`config.mk`:
```
export PLATFORM = sky130hd
export DESIGN_NAME = mem_access_unit_flat
export DESIGN_NICKNAME = d
export VERILOG_FILES = /design/src/rtl/mem_access_unit_pkg.sv /design/src/rtl/mem_access_unit_if.sv /design/src/rtl/mem_access_unit_load_ext.sv /design/src/rtl/mem_access_unit.sv /design/src/flat_wrapper.sv
export SDC_FILE = /design/constraint.sdc
export NUM_CORES = 1
export LEC_CHECK = 0
export ABC_CLOCK_PERIOD_IN_PS = 2400
export CORE_UTILIZATION = 47
export CTS_BUF_LIST = sky130_fd_sc_hd__clkbuf_8
export DETAILED_ROUTE_END_ITERATION = 7
export PLACE_DENSITY = 0.91
export SLEW_MARGIN = 25
export SYNTH_ARGS = -nofsm -noshare
export SYNTH_HDL_FRONTEND = slang
export SYNTH_SLANG_ARGS = --single-unit
```
`constraint.sdc`:
```
create_clock -name clk -period 2.4 [get_ports clk]
set_input_delay 0.24 -clock clk [delete_from_list [all_inputs] [get_ports clk]]
set_output_delay 0.24 -clock clk [all_outputs]
set_load 0.01 [all_outputs]
```
`src/rtl/mem_access_unit_pkg.sv`:
```
// Shared types and helpers for the M-stage load/store engine: op and state encodings,
// exception codes, and byte-lane helpers.
package mem_access_unit_pkg;

  typedef enum logic [2:0] {
    OP_LW  = 3'd0,
    OP_LH  = 3'd1,
    OP_LHU = 3'd2,
    OP_LB  = 3'd3,
    OP_LBU = 3'd4,
    OP_SW  = 3'd5,
    OP_SH  = 3'd6,
    OP_SB  = 3'd7
  } mem_op_e;

  typedef enum logic [1:0] {
    ST_IDLE = 2'd0,
    ST_REQ  = 2'd1,
    ST_DONE = 2'd2,
    ST_EXC  = 2'd3
  } mau_state_e;

  localparam logic [4:0] EXC_ADEL = 5'd4;
  localparam logic [4:0] EXC_ADES = 5'd5;

  function automatic logic is_store(input mem_op_e op);
    return (op == OP_SW) || (op == OP_SH) || (op == OP_SB);
  endfunction

  function automatic logic is_word(input mem_op_e op);
    return (op == OP_LW) || (op == OP_SW);
  endfunction

  function automatic logic is_half(input mem_op_e op);
    return (op == OP_LH) || (op == OP_LHU) || (op == OP_SH);
  endfunction

  function automatic logic [4:0] exc_code_for(input mem_op_e op);
    return is_store(op) ? EXC_ADES : EXC_ADEL;
  endfunction

  function automatic logic [3:0] calc_byteen(input mem_op_e op, input logic [1:0] a);
    if (is_word(op)) return 4'b1111;
    if (is_half(op)) return a[1] ? 4'b1100 : 4'b0011;
    return 4'b0001 << a;
  endfunction

  function automatic logic [31:0] calc_wdata(input mem_op_e op, input logic [31:0] wd);
    if (is_word(op)) return wd;
    if (is_half(op)) return {2{wd[15:0]}};
    return {4{wd[7:0]}};
  endfunction

  function automatic logic in_window(input logic [31:0] a, input logic [31:0] lo,
                                     input logic [31:0] hi);
    return (a >= lo) && (a <= hi);
  endfunction

endpackage

```
`src/rtl/mem_access_unit_if.sv`:
```
// Data-memory / IO bus between the load/store engine (master) and the memory system (slave).
interface mem_access_unit_if;
  // bus_req rises with all other bus_* fields valid and holds them stable until the
  // cycle bus_ack is high; bus_rdata is valid in that same ack cycle.
  logic        bus_req;
  logic        bus_we;
  logic [31:0] bus_addr;
  logic [3:0]  bus_byteen;
  logic [31:0] bus_wdata;
  logic        bus_ack;
  logic [31:0] bus_rdata;

  modport master (
    output bus_req, bus_we, bus_addr, bus_byteen, bus_wdata,
    input  bus_ack, bus_rdata
  );

  modport slave (
    input  bus_req, bus_we, bus_addr, bus_byteen, bus_wdata,
    output bus_ack, bus_rdata
  );
endinterface

```
`src/rtl/mem_access_unit_load_ext.sv`:
```
// Load data lane select and sign/zero extension from the raw bus word.
module mem_load_ext
  import mem_access_unit_pkg::*;
(
  input  mem_op_e     i_op,
  input  logic [1:0]  i_addr_lo,
  input  logic [31:0] i_rdata,
  output logic [31:0] o_data
);

  logic [7:0]  w_byte;
  logic [15:0] w_half;

  always_comb begin
    w_byte = i_rdata[8*i_addr_lo +: 8];
    w_half = i_addr_lo[1] ? i_rdata[31:16] : i_rdata[15:0];
    o_data = '0;
    case (i_op)
      OP_LW:   o_data = i_rdata;
      OP_LH:   o_data = {{16{w_half[15]}}, w_half};
      OP_LHU:  o_data = {16'd0, w_half};
      OP_LB:   o_data = {{24{w_byte[7]}}, w_byte};
      OP_LBU:  o_data = {24'd0, w_byte};
      default: o_data = '0;
    endcase
  end

endmodule

```
`src/rtl/mem_access_unit.sv`:
```
// M-stage load/store engine: address exception check, req/ack bus transaction, load extension.
// Optional bus timeout is enabled by defining MEM_TIMEOUT_EN.
module mem_access_unit
  import mem_access_unit_pkg::*;
#(
  parameter logic [31:0] DM_BASE        = 32'h0000_0000,
  parameter logic [31:0] DM_END         = 32'h0000_2FFF,
  parameter logic [31:0] IO_BASE        = 32'h0000_7F00,
  parameter logic [31:0] IO_END         = 32'h0000_7F1F,
  parameter int unsigned TIMEOUT_CYCLES = 16
) (
  input  logic               clk,
  input  logic               reset,
  input  logic               m_valid,
  input  logic [2:0]         m_op,
  input  logic [31:0]        m_addr,
  input  logic               m_addr_ov,
  input  logic [31:0]        m_wdata,
  input  logic               m_flush,
  mem_access_unit_if.master  bus,
  output logic               mem_stall,
  output logic               ld_valid,
  output logic [31:0]        ld_data,
  output logic               exc_valid,
  output logic [4:0]         exc_code,
  output mau_state_e         o_dbg_state
);

  mau_state_e  r_state, w_next;
  mem_op_e     r_op;
  logic [31:0] r_addr, r_wdata, r_rdata, w_ld_ext;
  logic [3:0]  r_byteen;
  logic [4:0]  r_exc_code;
  mem_op_e     w_op;
  logic        w_misaligned, w_in_dm, w_in_io, w_exc, w_timeout;

  assign w_op         = mem_op_e'(m_op);
  assign w_misaligned = is_word(w_op) ? (m_addr[1:0] != 2'b00) :
                        is_half(w_op) ? m_addr[0] : 1'b0;
  assign w_in_dm      = in_window(m_addr, DM_BASE, DM_END);
  assign w_in_io      = in_window(m_addr, IO_BASE, IO_END);
  // All causes map to the same AdEL/AdES code, so their priority order never changes the result.
  assign w_exc        = m_addr_ov | w_misaligned | (!w_in_dm && !w_in_io) |
                        (w_in_io && !is_word(w_op));

`ifdef MEM_TIMEOUT_EN
  localparam int CNT_W = $clog2(TIMEOUT_CYCLES + 1);
  logic [CNT_W-1:0] r_tmo_cnt;

  always_ff @(posedge clk or negedge reset) begin
    if (!reset)                r_tmo_cnt <= '0;
    else if (r_state != ST_REQ) r_tmo_cnt <= '0;
    else                       r_tmo_cnt <= r_tmo_cnt + 1'b1;
  end

  assign w_timeout = (r_tmo_cnt == CNT_W'(TIMEOUT_CYCLES - 1));
`else
  assign w_timeout = 1'b0;
`endif

  always_comb begin
    w_next = r_state;
    case (r_state)
      ST_IDLE: if (m_valid) w_next = w_exc ? ST_EXC : ST_REQ;
      ST_REQ: begin
        if (bus.bus_ack)    w_next = ST_DONE;
        else if (w_timeout) w_next = ST_EXC;
      end
      ST_DONE: w_next = ST_IDLE;
      ST_EXC:  w_next = ST_IDLE;
      default: w_next = ST_IDLE;
    endcase
    if (m_flush) w_next = ST_IDLE;
  end

  always_ff @(posedge clk or negedge reset) begin
    if (!reset) begin
      r_state    <= ST_IDLE;
      r_op       <= OP_LW;
      r_addr     <= '0;
      r_wdata    <= '0;
      r_byteen   <= '0;
      r_rdata    <= '0;
      r_exc_code <= '0;
    end else begin
      r_state <= w_next;
      if (r_state == ST_IDLE && w_next == ST_REQ) begin
        r_op     <= w_op;
        r_addr   <= m_addr;
        r_byteen <= calc_byteen(w_op, m_addr[1:0]);
        r_wdata  <= calc_wdata(w_op, m_wdata);
      end
      if (w_next == ST_EXC)
        r_exc_code <= (r_state == ST_IDLE) ? exc_code_for(w_op) : exc_code_for(r_op);
      if (r_state == ST_REQ && w_next == ST_DONE)
        r_rdata <= bus.bus_rdata;
    end
  end

  mem_load_ext u_load_ext (
    .i_op      (r_op),
    .i_addr_lo (r_addr[1:0]),
    .i_rdata   (r_rdata),
    .o_data    (w_ld_ext)
  );

  always_comb begin
    mem_stall      = 1'b0;
    ld_valid       = 1'b0;
    ld_data        = '0;
    exc_valid      = 1'b0;
    bus.bus_req    = 1'b0;
    bus.bus_we     = 1'b0;
    bus.bus_addr   = '0;
    bus.bus_byteen = '0;
    bus.bus_wdata  = '0;
    case (r_state)
      // Reset term keeps every output low while reset is held, even with m_valid up.
      ST_IDLE: mem_stall = m_valid & !m_flush & reset;
      ST_REQ: begin
        mem_stall      = 1'b1;
        bus.bus_req    = 1'b1;
        bus.bus_we     = is_store(r_op);
        bus.bus_addr   = {r_addr[31:2], 2'b00};
        bus.bus_byteen = r_byteen;
        bus.bus_wdata  = r_wdata;
      end
      ST_DONE: if (!is_store(r_op) && !m_flush) begin
        ld_valid = 1'b1;
        ld_data  = w_ld_ext;
      end
      ST_EXC:  exc_valid = !m_flush;
      default: ;
    endcase
  end

  assign exc_code    = r_exc_code;
  assign o_dbg_state = r_state;

endmodule

```
`src/flat_wrapper.sv`:
```
// flat-port wrapper written by rule: the top's interface ports become plain ports
module mem_access_unit_flat import mem_access_unit_pkg::*;
#(
  parameter logic [31:0] DM_BASE        = 32'h0000_0000,
  parameter logic [31:0] DM_END         = 32'h0000_2FFF,
  parameter logic [31:0] IO_BASE        = 32'h0000_7F00,
  parameter logic [31:0] IO_END         = 32'h0000_7F1F,
  parameter int unsigned TIMEOUT_CYCLES = 16
)
  (clk, reset, m_valid, m_op, m_addr, m_addr_ov, m_wdata, m_flush, mem_stall, ld_valid, ld_data, exc_valid, exc_code, o_dbg_state, bus_bus_req, bus_bus_we, bus_bus_addr, bus_bus_byteen, bus_bus_wdata, bus_bus_ack, bus_bus_rdata);
  mem_access_unit_if bus_i ();
  input  logic clk;
  input  logic reset;
  input  logic m_valid;
  input  logic [2:0] m_op;
  input  logic [31:0] m_addr;
  input  logic m_addr_ov;
  input  logic [31:0] m_wdata;
  input  logic m_flush;
  output logic mem_stall;
  output logic ld_valid;
  output logic [31:0] ld_data;
  output logic exc_valid;
  output logic [4:0] exc_code;
  output mau_state_e o_dbg_state;
  output wire logic [$bits(bus_i.bus_req)-1:0] bus_bus_req;
  output wire logic [$bits(bus_i.bus_we)-1:0] bus_bus_we;
  output wire logic [$bits(bus_i.bus_addr)-1:0] bus_bus_addr;
  output wire logic [$bits(bus_i.bus_byteen)-1:0] bus_bus_byteen;
  output wire logic [$bits(bus_i.bus_wdata)-1:0] bus_bus_wdata;
  input wire logic [$bits(bus_i.bus_ack)-1:0] bus_bus_ack;
  input wire logic [$bits(bus_i.bus_rdata)-1:0] bus_bus_rdata;
  assign bus_bus_req = bus_i.bus_req;
  assign bus_bus_we = bus_i.bus_we;
  assign bus_bus_addr = bus_i.bus_addr;
  assign bus_bus_byteen = bus_i.bus_byteen;
  assign bus_bus_wdata = bus_i.bus_wdata;
  assign bus_i.bus_ack = bus_bus_ack;
  assign bus_i.bus_rdata = bus_bus_rdata;
  mem_access_unit #(.DM_BASE(DM_BASE), .DM_END(DM_END), .IO_BASE(IO_BASE), .IO_END(IO_END), .TIMEOUT_CYCLES(TIMEOUT_CYCLES)) u_core (.clk(clk), .reset(reset), .m_valid(m_valid), .m_op(m_op), .m_addr(m_addr), .m_addr_ov(m_addr_ov), .m_wdata(m_wdata), .m_flush(m_flush), .bus(bus_i), .mem_stall(mem_stall), .ld_valid(ld_valid), .ld_data(ld_data), .exc_valid(exc_valid), .exc_code(exc_code), .o_dbg_state(o_dbg_state));
endmodule
```
==> results of run 1 <==
[per-layer routing]
| metal | vias to the layer above | global-route usage | routed length (um) |
|---|---|---|---|
| met5 | - | 0 | 0 |
| met4 | 0 | 0.170 | 919 |
| met3 | 66 | 0.0474 | 1160 |
| met2 | 235 | 0.463 | 9000 |
| met1 | 2545 | 0.313 | 7100 |
| li1 | 2381 | - | - |
[synthesized netlist by cell type, types with 2 or more instances]
cell type,instances,share of area
dfrtp_1,107,0.45
a21oi_1,40,0.033
nor2_1,23,0.014
a22oi_1,8,0.010
clkbuf_1,28,0.018
nand2b_1,3,0.0031
inv_1,5,0.0031
o21bai_1,2,0.0025
nor2b_1,23,0.024
o21ai_0,7,0.0059
buf_2,3,0.0025
mux2_1,4,0.0075
buf_4,10,0.013
mux2i_1,34,0.057
nand3_1,2,0.0017
nor3_1,3,0.0025
a21o_1,2,0.0025
buf_1,3,0.0019
nand2_1,25,0.016
a222oi_1,7,0.012
mux2_2,112,0.21
nand4_1,2,0.0021
nor4_1,4,0.0042
o22ai_1,2,0.0021
and2_1,68,0.071
[cells in the final DEF (no fill, tap or decap), drive strengths merged, types with 2 or more instances in the layout]
cell           Yosys  layout
dfrtp            107     107
buf               16      62
o21bai             2       2
clkinv             0       3
clkbuf            28      25
nand3              2       2
and2              68      68
a21o               2       2
nor4               4       4
nor2b             23      23
mux2i             34      34
nand2             25      25
inv                5       7
nand2b             3       3
mux2             116     116
clkdlybuf4s15      0       2
nor2              23      23
dlymetal6s2s       0      13
a21oi             41      41
o22ai              2       2
clkdlybuf4s50      0     163
nor3               4       4
nand4              2       2
o21ai              7       7
conb               1       5
a222oi             7       7
a22oi              8       8
[what timing repair did]
| item | CTS | global route |
|---|---|---|
| gates cloned | 1 | 3 |
| resized for setup | 94 | 47 |
| hold endpoints to repair | 11 | 0 |
| setup buffers | 3 | 4 |
| setup endpoints to repair | 33 | 44 |
| pin swaps | 2 | 5 |
| hold buffers | 1 | 0 |
[critical path, cell delays in order, from the launching register on]
cell and delay [ps]:
dfrtp_1 400, nor2_2 150, nor2b_2 80, or4b_4 540, bufbuf_16 310, a21oi_1 120
buf_2 150
[power by group]
group / total [W] / internal (W) / switching [W]
sequential: 0.00217 / 0.00199 / 0.000185
clock: 0.00111 / 0.000481 / 0.000631
combinational: 0.00105 / 0.000612 / 0.000442
[logic make-up after synthesis]
logic type | synth area share
flip-flops | 0.448
other | 0.000627
XOR/XNOR | 0.00147
multiplexers | 0.279
AO/OA/AOI/OAI | 0.0839
AND/OR/NAND/NOR | 0.149
buffers and inverters | 0.0377
[worst min path at each step]
stage                from                  to
floorplan           reset  u_core.exc_code[0]
global placement    reset  u_core.r_rdata[22]
detailed placement  reset  u_core.r_rdata[30]
CTS                 reset  u_core.r_rdata[15]
global route        reset  u_core.r_rdata[15]
finish              reset  u_core.r_rdata[30]
[flip-flops by register name, summed over array words and instances (netlist names)]
signal / count
u_core.r_addr: 32
u_core.r_rdata: 32
u_core.r_wdata: 32
u_core.r_byteen: 4
u_core.r_op: 3
u_core.exc_code: 2
u_core.o_dbg_state: 2
[cell type report]
type,count,area [um2]
Fill cell,871,3450
Clock buffer,9,124
Inverter,5,18.8
Timing Repair Buffer,259,2510
Sequential cell,107,2680
Multi-Input combinational cell,394,3150
Clock inverter,7,68.8
Tap cell,168,210
[per-stage QoR]
step	total power [W]	instance area (um2)	worst slack, ps	utilization	TNS, ps
after floorplan	0.00268	5990	167	-	0
after global placement	0.00313	8440	-213	0.691	-13950
after detailed placement	0.00319	8440	-240	0.691	-15450
after CTS	0.00429	8620	-37.3	0.706	-37.3
after global routing	0.00454	8760	-32.4	0.718	-385
final	0.00434	8760	42.9	0.718	0
==> summary by stage, run 1 <==
Place
The count of buffers added on input and output ports is around 210. Once detailed placement completed, the half-perimeter wirelength came to 12.6 mm. Once placement completed, the tool counted placed cells totaling 921. The routability congestion estimate from global placement is 0.926.

Layout
The number of standard cells in the layout, taps in and fillers out is 949. The layout net count is 881. In the final layout, the share of cells above drive strength 1 is 0.288. The count of antenna diodes in the layout is 0. The area added between synthesis and finish is 46.6%.

Detailed routing
The detail route stage leaves a number of antenna-violating nets equal to 0. The average via count per standard cell is between 5 and 6. For this block, the routed nets add up to 18.2 mm of wire.

The detailed-route DRC error count is 0. The routed layout has 5227 vias. The iteration-0 DRC count of the detailed router is 339. The first TritonRoute pass finished after 6 iterations.

The routed length per instance is 19.2 um.

Pwr
The leakage power summed over all cells is 4.25 nW. The worst vdd rail ir drop is roughly 0.25 mV. Power spread over the standard cell area amounts to 495 nW/um2.

Critical path
The number of cell instances on the worst register-to-register path is 6. The maximum net fanout on the critical path is 16. Setup slack on the worst reg-to-reg path comes out at 570 ps.

The critical path starts at u_core.r_op[0]. STA puts the critical path data arrival time at 2120 ps. The startpoint type of the worst setup path is a flip-flop. The worst register-to-register path ends at u_core.r_wdata[2]. The endpoint of the most critical setup path is ld_data[29].

STA classifies the critical path endpoint as a primary output. The data required time of the worst path is 2160 ps. In this run the critical register-to-register path is launched from u_core.o_dbg_state[0]. The worst setup path is of the flip-flop to primary output kind.

Floorplanning
In this run the standard cell core region covers 12200 um2. The die is 115 um wide. During I/O placement, the number of pins put on the boundary was 217.

For this configuration, the core starts out at a cell density of 0.490. The die covers 13200 um2. The floorplan has 40 rows. The floorplan step set the die height to 115 um.

Logic synthesis
The number of different library cells used by synthesis comes to 44. The predominant post-synthesis flop cell is dfrtp_1. The flip-flop and latch count after synthesis is between 100 and 150. Of the synthesized area, sequential elements account for 0.448. After synthesis, the mean cell area works out to 10.9 um2. The post-synthesis async set-or-reset flop share is 1.00. The number of enable flip-flop cells after synthesis is 0. Synthesis produced a netlist whose cell count is between 500 and 600. The cell area after synthesis is 5980 um2. The warning count from the yosys run is 0.

Timing
For the final database, setup skew stands at 13.4 ps. For the pin with the worst max-slew slack, the measured transition is ~670 ps. The final hold slack is between 200 and 300 ps. The count of final hold-check violations is 0. In the finished design, the share of the clock period the worst path needs comes to 0.982. Counting I/O delays and the setup requirement, the final critical path takes 2360 ps. The headroom to the max-slew limit is 0.555. Derived from the worst setup path, the maximum achievable clock frequency is about 0.42 GHz. The total of endpoints with negative setup slack in the final report is 0. Setup repair after global routing could not meet its margin everywhere. The number of pins with negative max-slew slack in the final report came to 0.

Clock network
The number of buffers inserted during clock tree synthesis is 9. The CTS sink count is 107. Clock-pin slew was measured on the worst setup and hold paths at 100 ps. The CTS tree is yes.

The maximum buffer depth of the clock tree is 2. The cell chosen for the clock root is clkbuf_8. The insertion delay to the later sink of the worst-skew pair is 380 ps. The clock tree synthesis step divided the H-tree into 3 levels.

Global routing
After global routing the overflow that remains totals 0. The number of global-route vias before repair is about 5400. The global router's overall resource usage is 0.269. The global-route wire length before repair is between 20 and 30 mm.

Entering global routing, the biggest net connects 68 pins. The initial antenna violation count is 0.

Run status
The flow ran to the end, and the final reports show no timing, DRC or antenna violations.

Min path
The class of the tightest hold or removal check is input pin to async pin.

Job
The max-cap violation count is 0.
(Power assumes the default switching activity.)
==> run 2, diff against run 1 <==
--- a/config.mk
+++ b/config.mk
@@ -6,10 +6,10 @@
 export NUM_CORES = 1
 export LEC_CHECK = 0
 export ABC_CLOCK_PERIOD_IN_PS = 2400
-export CORE_UTILIZATION = 47
+export CORE_UTILIZATION = 38
 export CTS_BUF_LIST = sky130_fd_sc_hd__clkbuf_8
 export DETAILED_ROUTE_END_ITERATION = 7
-export PLACE_DENSITY = 0.91
+export PLACE_DENSITY = 0.77
 export SLEW_MARGIN = 25
 export SYNTH_ARGS = -nofsm -noshare
 export SYNTH_HDL_FRONTEND = slang
==> summary by stage, run 2 (synthesized netlist as in run 1, its figures left out) <==
Run status
The flow ran to the end, but the final reports show violations. The final reports fail on negative hold slack.

Clock network
In this run the clock root is driven by a clkbuf_8. The clock-pin slew reported for the worst setup and hold paths after clock tree synthesis came to 100 ps (about the same). The level count of the clock H-tree is 3 (unchanged). The hold buffer count at cts came to 0 (-1). The maximum buffer depth of the clock tree is 2 (unchanged). The CTS sink count came to 107 (unchanged). The CTS tree is yes. The number of buffers inserted during clock tree synthesis is 9 (unchanged).

The insertion delay to the later sink of the worst-skew pair is 380 ps (about the same).

Critical path
The type of the worst setup path is flip-flop to primary output. The endpoint type of the worst setup path is a primary output. STA classifies the critical path startpoint as a flip-flop. The maximum net fanout on the critical path was 8 (-8). The reg-to-reg startpoint is u_core.o_dbg_state[0]. The data arrival time of the critical path was 2070 ps (-50 ps).

The slack of the worst reg-to-reg path is 580 ps (about the same). The data required time of the worst path is 2160 ps (about the same). The startpoint of the most critical setup path is u_core.r_addr[0].

Detailed routing
The detailed-route DRC error count came to 0 (unchanged). The routed wire length is 18.0 mm (-0.89%). The average via count per standard cell is 5.19 (-5.7%). The detailed-routing iteration count for the pre-antenna-repair pass is 6 (unchanged). The iteration-0 DRC count of the detailed router is 391 (+15%). The routed length per instance is 18.2 um (-5.0%). The remaining antenna violation count after routing is 0 (unchanged). The via count of the routed design came to 5140 (-1.7%).

Global routing
The maximum number of pins on one net before global-route repair came to 69 (+1.5%). The global router's overall resource usage is 0.218 (-0.0510). The sum of overflow across all layers after global routing is 0 (unchanged). The global-route wire length before repair is 27.6 mm (+1.8%). The number of global-route vias before repair came to 5374 (-0.59%). The initial antenna violation count is 0 (unchanged).

Layout
The share of the core filled with cells in the final layout is 0.583 (-0.135). The area growth from synthesis to layout is 48.7%. The layout net count is 880 (-0.11%). In the layout the commonest cells are 117 x clkdlybuf4s50_1, 112 x mux2_2, 107 x dfrtp_1, 68 x and2_1, 59 x dlymetal6s2s_1. The count of antenna diodes in the layout is 0 (unchanged). The largest registers in the layout are u_core.r_addr (32), u_core.r_rdata (32), u_core.r_wdata (32).

The layout cell share with drive strength beyond 1 is 0.286 (-0.00183). The leading cell type in the layout, fill and taps excluded is clkdlybuf4s50_1.

Floorplanning
The die height is 127 um (+11%). The I/O pin count is 217 (unchanged). The number of cell rows is 45 (+13%). The initial standard-cell utilization of the core is 0.392 (-0.0977). The chip width is 127 um (+11%). The total core area is 15300 um2 (+25%). The full die area is 16200 um2 (+23%).

Pwr
The leakage power summed over all cells is 5.09 nW (+20%). The worst vdd rail ir drop is 0.277 mV (+9.4%). The power density over cell area was 478 nW/um2 (-3.5%). The overall power after layout is 0.00425 W (-2.1%).

Timing
The portion of the clock cycle consumed by the worst path in the final layout is 0.961 (-0.0212). The highest clock rate is 0.434 GHz (+2.2%). The count of final hold-check violations came to 2 (+2). The worst clock skew on the final layout came to 9.56 ps (-3.84 ps). The post-route minimum period is 2310 ps (-50.8 ps). The headroom to the max-slew limit came to 0.434 (-0.121).

The number of pins with negative max-slew slack in the final report was 0 (unchanged). The final hold slack is -1.14 ps (-267 ps). Setup repair after global routing could not meet its margin everywhere. The actual slew at the worst max-slew pin is 848 ps (+181 ps). The total of endpoints with negative setup slack in the final report is 0 (unchanged).

Place
The routability congestion estimate from global placement is 0.897 (-3.1%). The count of buffers inserted at the top-level ports is 211 (unchanged). The HPWL after detailed placement is 12.9 mm (+1.8%).

Job
The max-cap violation count is 0 (unchanged).

Min path
The tightest min-delay check is of the input pin to async pin type.
## run 2: changes by cell type in the layout (fill, tap and decap cells not counted), sizes merged
| cell | delta |
|---|---|
| clkdlybuf4s50 | -46 |
| clkinv | -3 |
| bufbuf | -1 |
| inv | +2 |
| dlygate4sd3 | -1 |
| clkbuf | +9 |
| dlymetal6s2s | +46 |
| buf | -6 |
| clkdlybuf4s15 | -2 |
## run 2: through the flow
stage	worst slack (ps)	cell area (um2)	instances	setup TNS, ps
2_1_floorplan	167	5990	550	0
3_3_place_gp	-210	8540	965	-13980
3_5_place_dp	-246	8540	965	-15560
4_1_cts	-68.4	8710	983	-68.4
5_1_grt	-43.3	8890	990	-161
6_report	93.7	8890	990	0
## run 2: cell type report
type	instances	area, um2
flip-flops and latches	107	2680
repair buffers	258	2590
multi-input cells	394	3160
well taps	211	264
clock inverters	6	52.6
clock buffers	9	124
fillers	1264	6370
inverters	5	18.8
## run 2: per-layer routing
layer	vias up	global-route usage	routed length, um
met1	2518	0.244	6840
met5	-	0	0
met4	0	0.0595	347
met2	230	0.392	9210
met3	24	0.0745	1620
li1	2368	-	-
## run 2: where the power goes
part	internal (W)	switching, W	total, W
Clock	0.000464	0.000613	0.00108
Sequential	0.00199	0.000163	0.00215
Combinational	0.000583	0.000440	0.00102
## run 2: critical path, cell delays in order, from the launching register on
cell and delay [ps]:
dfrtp_1 410, mux4_2 530, nand2_1 90, o21ai_1 70, nand2_2 130, clkbuf_16 170, buf_4 100, a21oi_1 50
clkbuf_2 120
## run 2: final timing paths
check	to	cells past startpoint
worst max register to register	u_core.r_wdata[30]	6
worst max-delay path	ld_data[24]	8
max in group asynchronous	u_core.r_wdata[11]	2
min in group clk	u_core.r_op[0]	3
worst min register to register	u_core.exc_code[2]	1
worst min-delay path	u_core.exc_code[0]	2
## run 2: what timing repair did
action,4_1_cts,5_1_grt
pin swaps,8,9
resized for setup,66,117
endpoints found under the hold margin,0,0
gates cloned,0,3
setup buffers,3,5
setup endpoints to repair,33,58
==> run 3, diff against run 2 <==
--- a/config.mk
+++ b/config.mk
@@ -10,7 +10,8 @@
 export CTS_BUF_LIST = sky130_fd_sc_hd__clkbuf_8
 export DETAILED_ROUTE_END_ITERATION = 7
 export PLACE_DENSITY = 0.77
-export SLEW_MARGIN = 25
+export SETUP_SLACK_MARGIN = 0.02
+export SLEW_MARGIN = 15
 export SYNTH_ARGS = -nofsm -noshare
 export SYNTH_HDL_FRONTEND = slang
 export SYNTH_SLANG_ARGS = --single-unit
==> summary by stage, run 3 (synthesized netlist as in run 1, its figures left out) <==
Critical path
STA classifies the critical path endpoint as a primary output. The slack of the worst reg-to-reg path was 580 ps (about the same). The type of the worst setup path is flip-flop to primary output. The number of cell instances on the worst register-to-register path was 6 (unchanged). The startpoint of the most critical setup path is u_core.r_addr[0]. The data arrival time of the critical path is 2090 ps (+20 ps). The endpoint of the most critical setup path is ld_data[10].

The maximum net fanout on the critical path is 7 (-1). The reg-to-reg startpoint is u_core.o_dbg_state[0]. The data required time of the worst path came to 2160 ps (about the same). The endpoint identified for the worst register-to-register timing path is u_core.r_wdata[30]. The startpoint type of the worst setup path is a flip-flop.

Timing
Setup repair after global routing could not meet its margin everywhere. The portion of the clock cycle consumed by the worst path in the final layout is 0.969 (+0.00832). The final worst setup slack is 73.8 ps (-20.0 ps).

The headroom to the max-slew limit was 0.434 (about the same). The sum of negative setup slack is 0 ps (unchanged). The post-route minimum period is 2330 ps (+20.0 ps). The total of endpoints with negative setup slack in the final report is 0 (unchanged). The highest clock rate is 0.430 GHz (-0.86%).

The actual slew at the worst max-slew pin is 848 ps (+0.101 ps). The worst clock skew on the final layout is 8.97 ps (-0.588 ps). The final hold slack was -2.61 ps (-1.47 ps). The number of pins with negative max-slew slack in the final report is 0 (unchanged).

The count of final hold-check violations was 3 (+1).

Layout
The count of antenna diodes in the layout was 0 (unchanged). Leaving out fill and tap cells, the most frequent cell in the layout is mux2_2. The layout cell share with drive strength beyond 1 is 0.286 (about the same). The largest registers in the layout are u_core.r_addr (32), u_core.r_rdata (32), u_core.r_wdata (32). The number of standard cells in the layout, taps in and fillers out is 987 (-0.30%). The layout net count is 877 (-0.34%). The post-route cell area came to 8900 um2 (+0.15%). The top cell types in the final layout, fill and taps aside, are 112 x mux2_2, 109 x clkdlybuf4s50_1, 107 x dfrtp_1, 68 x and2_1, 67 x dlymetal6s2s_1. The area added between synthesis and finish is 48.9%. The number of inserted filler cells in the final layout is 1263 (-0.079%).

Pwr
The leakage power summed over all cells is 5.23 nW (+2.9%). The worst vdd rail ir drop came to 0.276 mV (-0.14%). The power density over cell area is 478 nW/um2 (about the same).

Floorplanning
The I/O pin count is 217 (unchanged). The total core area was 15300 um2 (unchanged). The initial standard-cell utilization of the core was 0.392 (unchanged). The full die area is 16200 um2 (unchanged). The number of cell rows is 45 (unchanged). The die height is 127 um (unchanged). The chip width is 127 um (unchanged).

Global routing
The sum of overflow across all layers after global routing is 0 (unchanged). The maximum number of pins on one net before global-route repair came to 69 (unchanged). The global router's overall resource usage is 0.218 (about the same). The initial antenna violation count is 0 (unchanged). The global-route wire length before repair was 27.6 mm (about the same). The number of global-route vias before repair is 5365 (-0.17%).

Clock network
The root buffer cell chosen for the clock tree is clkbuf_8. The level count of the clock H-tree is 3 (unchanged). The clock-pin slew reported for the worst setup and hold paths after clock tree synthesis is 100 ps (about the same).

The insertion delay to the later sink of the worst-skew pair was 380 ps (about the same). The CTS sink count is 107 (unchanged). The maximum buffer depth of the clock tree is 2 (unchanged). The number of buffers inserted during clock tree synthesis is 9 (unchanged).

The hold buffer count at cts is 0 (unchanged). The CTS tree is yes.

Place
The count of buffers inserted at the top-level ports is 211 (unchanged). The worst-case setup slack after placement is -246 ps (unchanged). The number of placed instances with taps included is 965 (unchanged). The routability congestion estimate from global placement is 0.897 (unchanged).

The HPWL after detailed placement is 12.9 mm (unchanged). The placed cell area was 8540 um2 (unchanged).

Detailed routing
The remaining antenna violation count after routing is 0 (unchanged). The iteration-0 DRC count of the detailed router came to 318 (-19%). The routed wire length is 18.0 mm (about the same). The detailed-route DRC error count was 0 (unchanged). The detailed-routing iteration count for the pre-antenna-repair pass is 5 (-1). The via count of the routed design came to 5109 (-0.60%). The routed length per instance was 18.3 um (+0.25%). The average via count per standard cell is 5.18 (-0.30%).

Job
The max-cap violation count is 0 (unchanged).

Run status
The final reports fail on negative hold slack. The flow ran to the end, but the final reports show violations.

Min path
The class of the tightest hold or removal check is input pin to async pin.
==> run 3: critical path: stages, from the launching register on <==
cell,delay [ps]
dfrtp_1,410
mux4_2,530
buf_4,160
nand3_1,240
a21oi_1,120
clkdlybuf4s15_2,240
==> run 3: through the flow <==
| step | total power [W] | util |
|---|---|---|
| 6_report | 0.00425 | 0.584 |
| 5_1_grt | 0.00447 | 0.584 |
| 4_1_cts | 0.00428 | 0.573 |
| 3_5_place_dp | 0.00319 | 0.560 |
| 3_3_place_gp | 0.00315 | 0.560 |
| 2_1_floorplan | 0.00268 | - |
==> run 3: report_power, final <==
group	internal, W	switching [W]	total, W
Sequential	0.00199	0.000165	0.00215
Combinational	0.000581	0.000441	0.00102
Clock	0.000464	0.000616	0.00108
Total	0.00303	0.00122	0.00425
==> run 3: worst min-delay path by stage <==
stage	to	slack [ps]	cells after the start
4_1_cts	u_core.exc_code[0]	0.8	2
2_1_floorplan	u_core.exc_code[0]	-60	0
3_3_place_gp	u_core.r_rdata[21]	420	2
3_5_place_dp	u_core.r_rdata[5]	430	2
6_report	u_core.exc_code[0]	-3	2
5_1_grt	u_core.exc_code[0]	9	2
==> run 3: per-layer routing <==
| metal | global-route usage | up-vias | wire length [um] |
|---|---|---|---|
| met3 | 0.0745 | 24 | 1530 |
| met1 | 0.244 | 2520 | 6890 |
| met5 | 0 | - | 0 |
| met4 | 0.0595 | 0 | 374 |
| li1 | - | 2358 | - |
| met2 | 0.392 | 207 | 9220 |
==> run 3: area by class of cell <==
cell class                 instances  area, um2  area share
clock buffer                       9        124      0.0139
clock inverter                     6       52.6     0.00590
inverter                           5       18.8     0.00211
multi-input combinational        394       3160       0.355
sequential                       107       2680       0.301
tap                              211        264      0.0297
timing repair buffer             255       2600       0.292
==> run 3: what timing repair did <==
item | in CTS | in global routing
endpoints found under the hold margin | 0 | 0
gates resized for setup | 94 | 107
gates cloned | 0 | 3
pin swaps | 8 | 5
buffers inserted | 3 | 1
endpoints found under the setup margin | 33 | 85
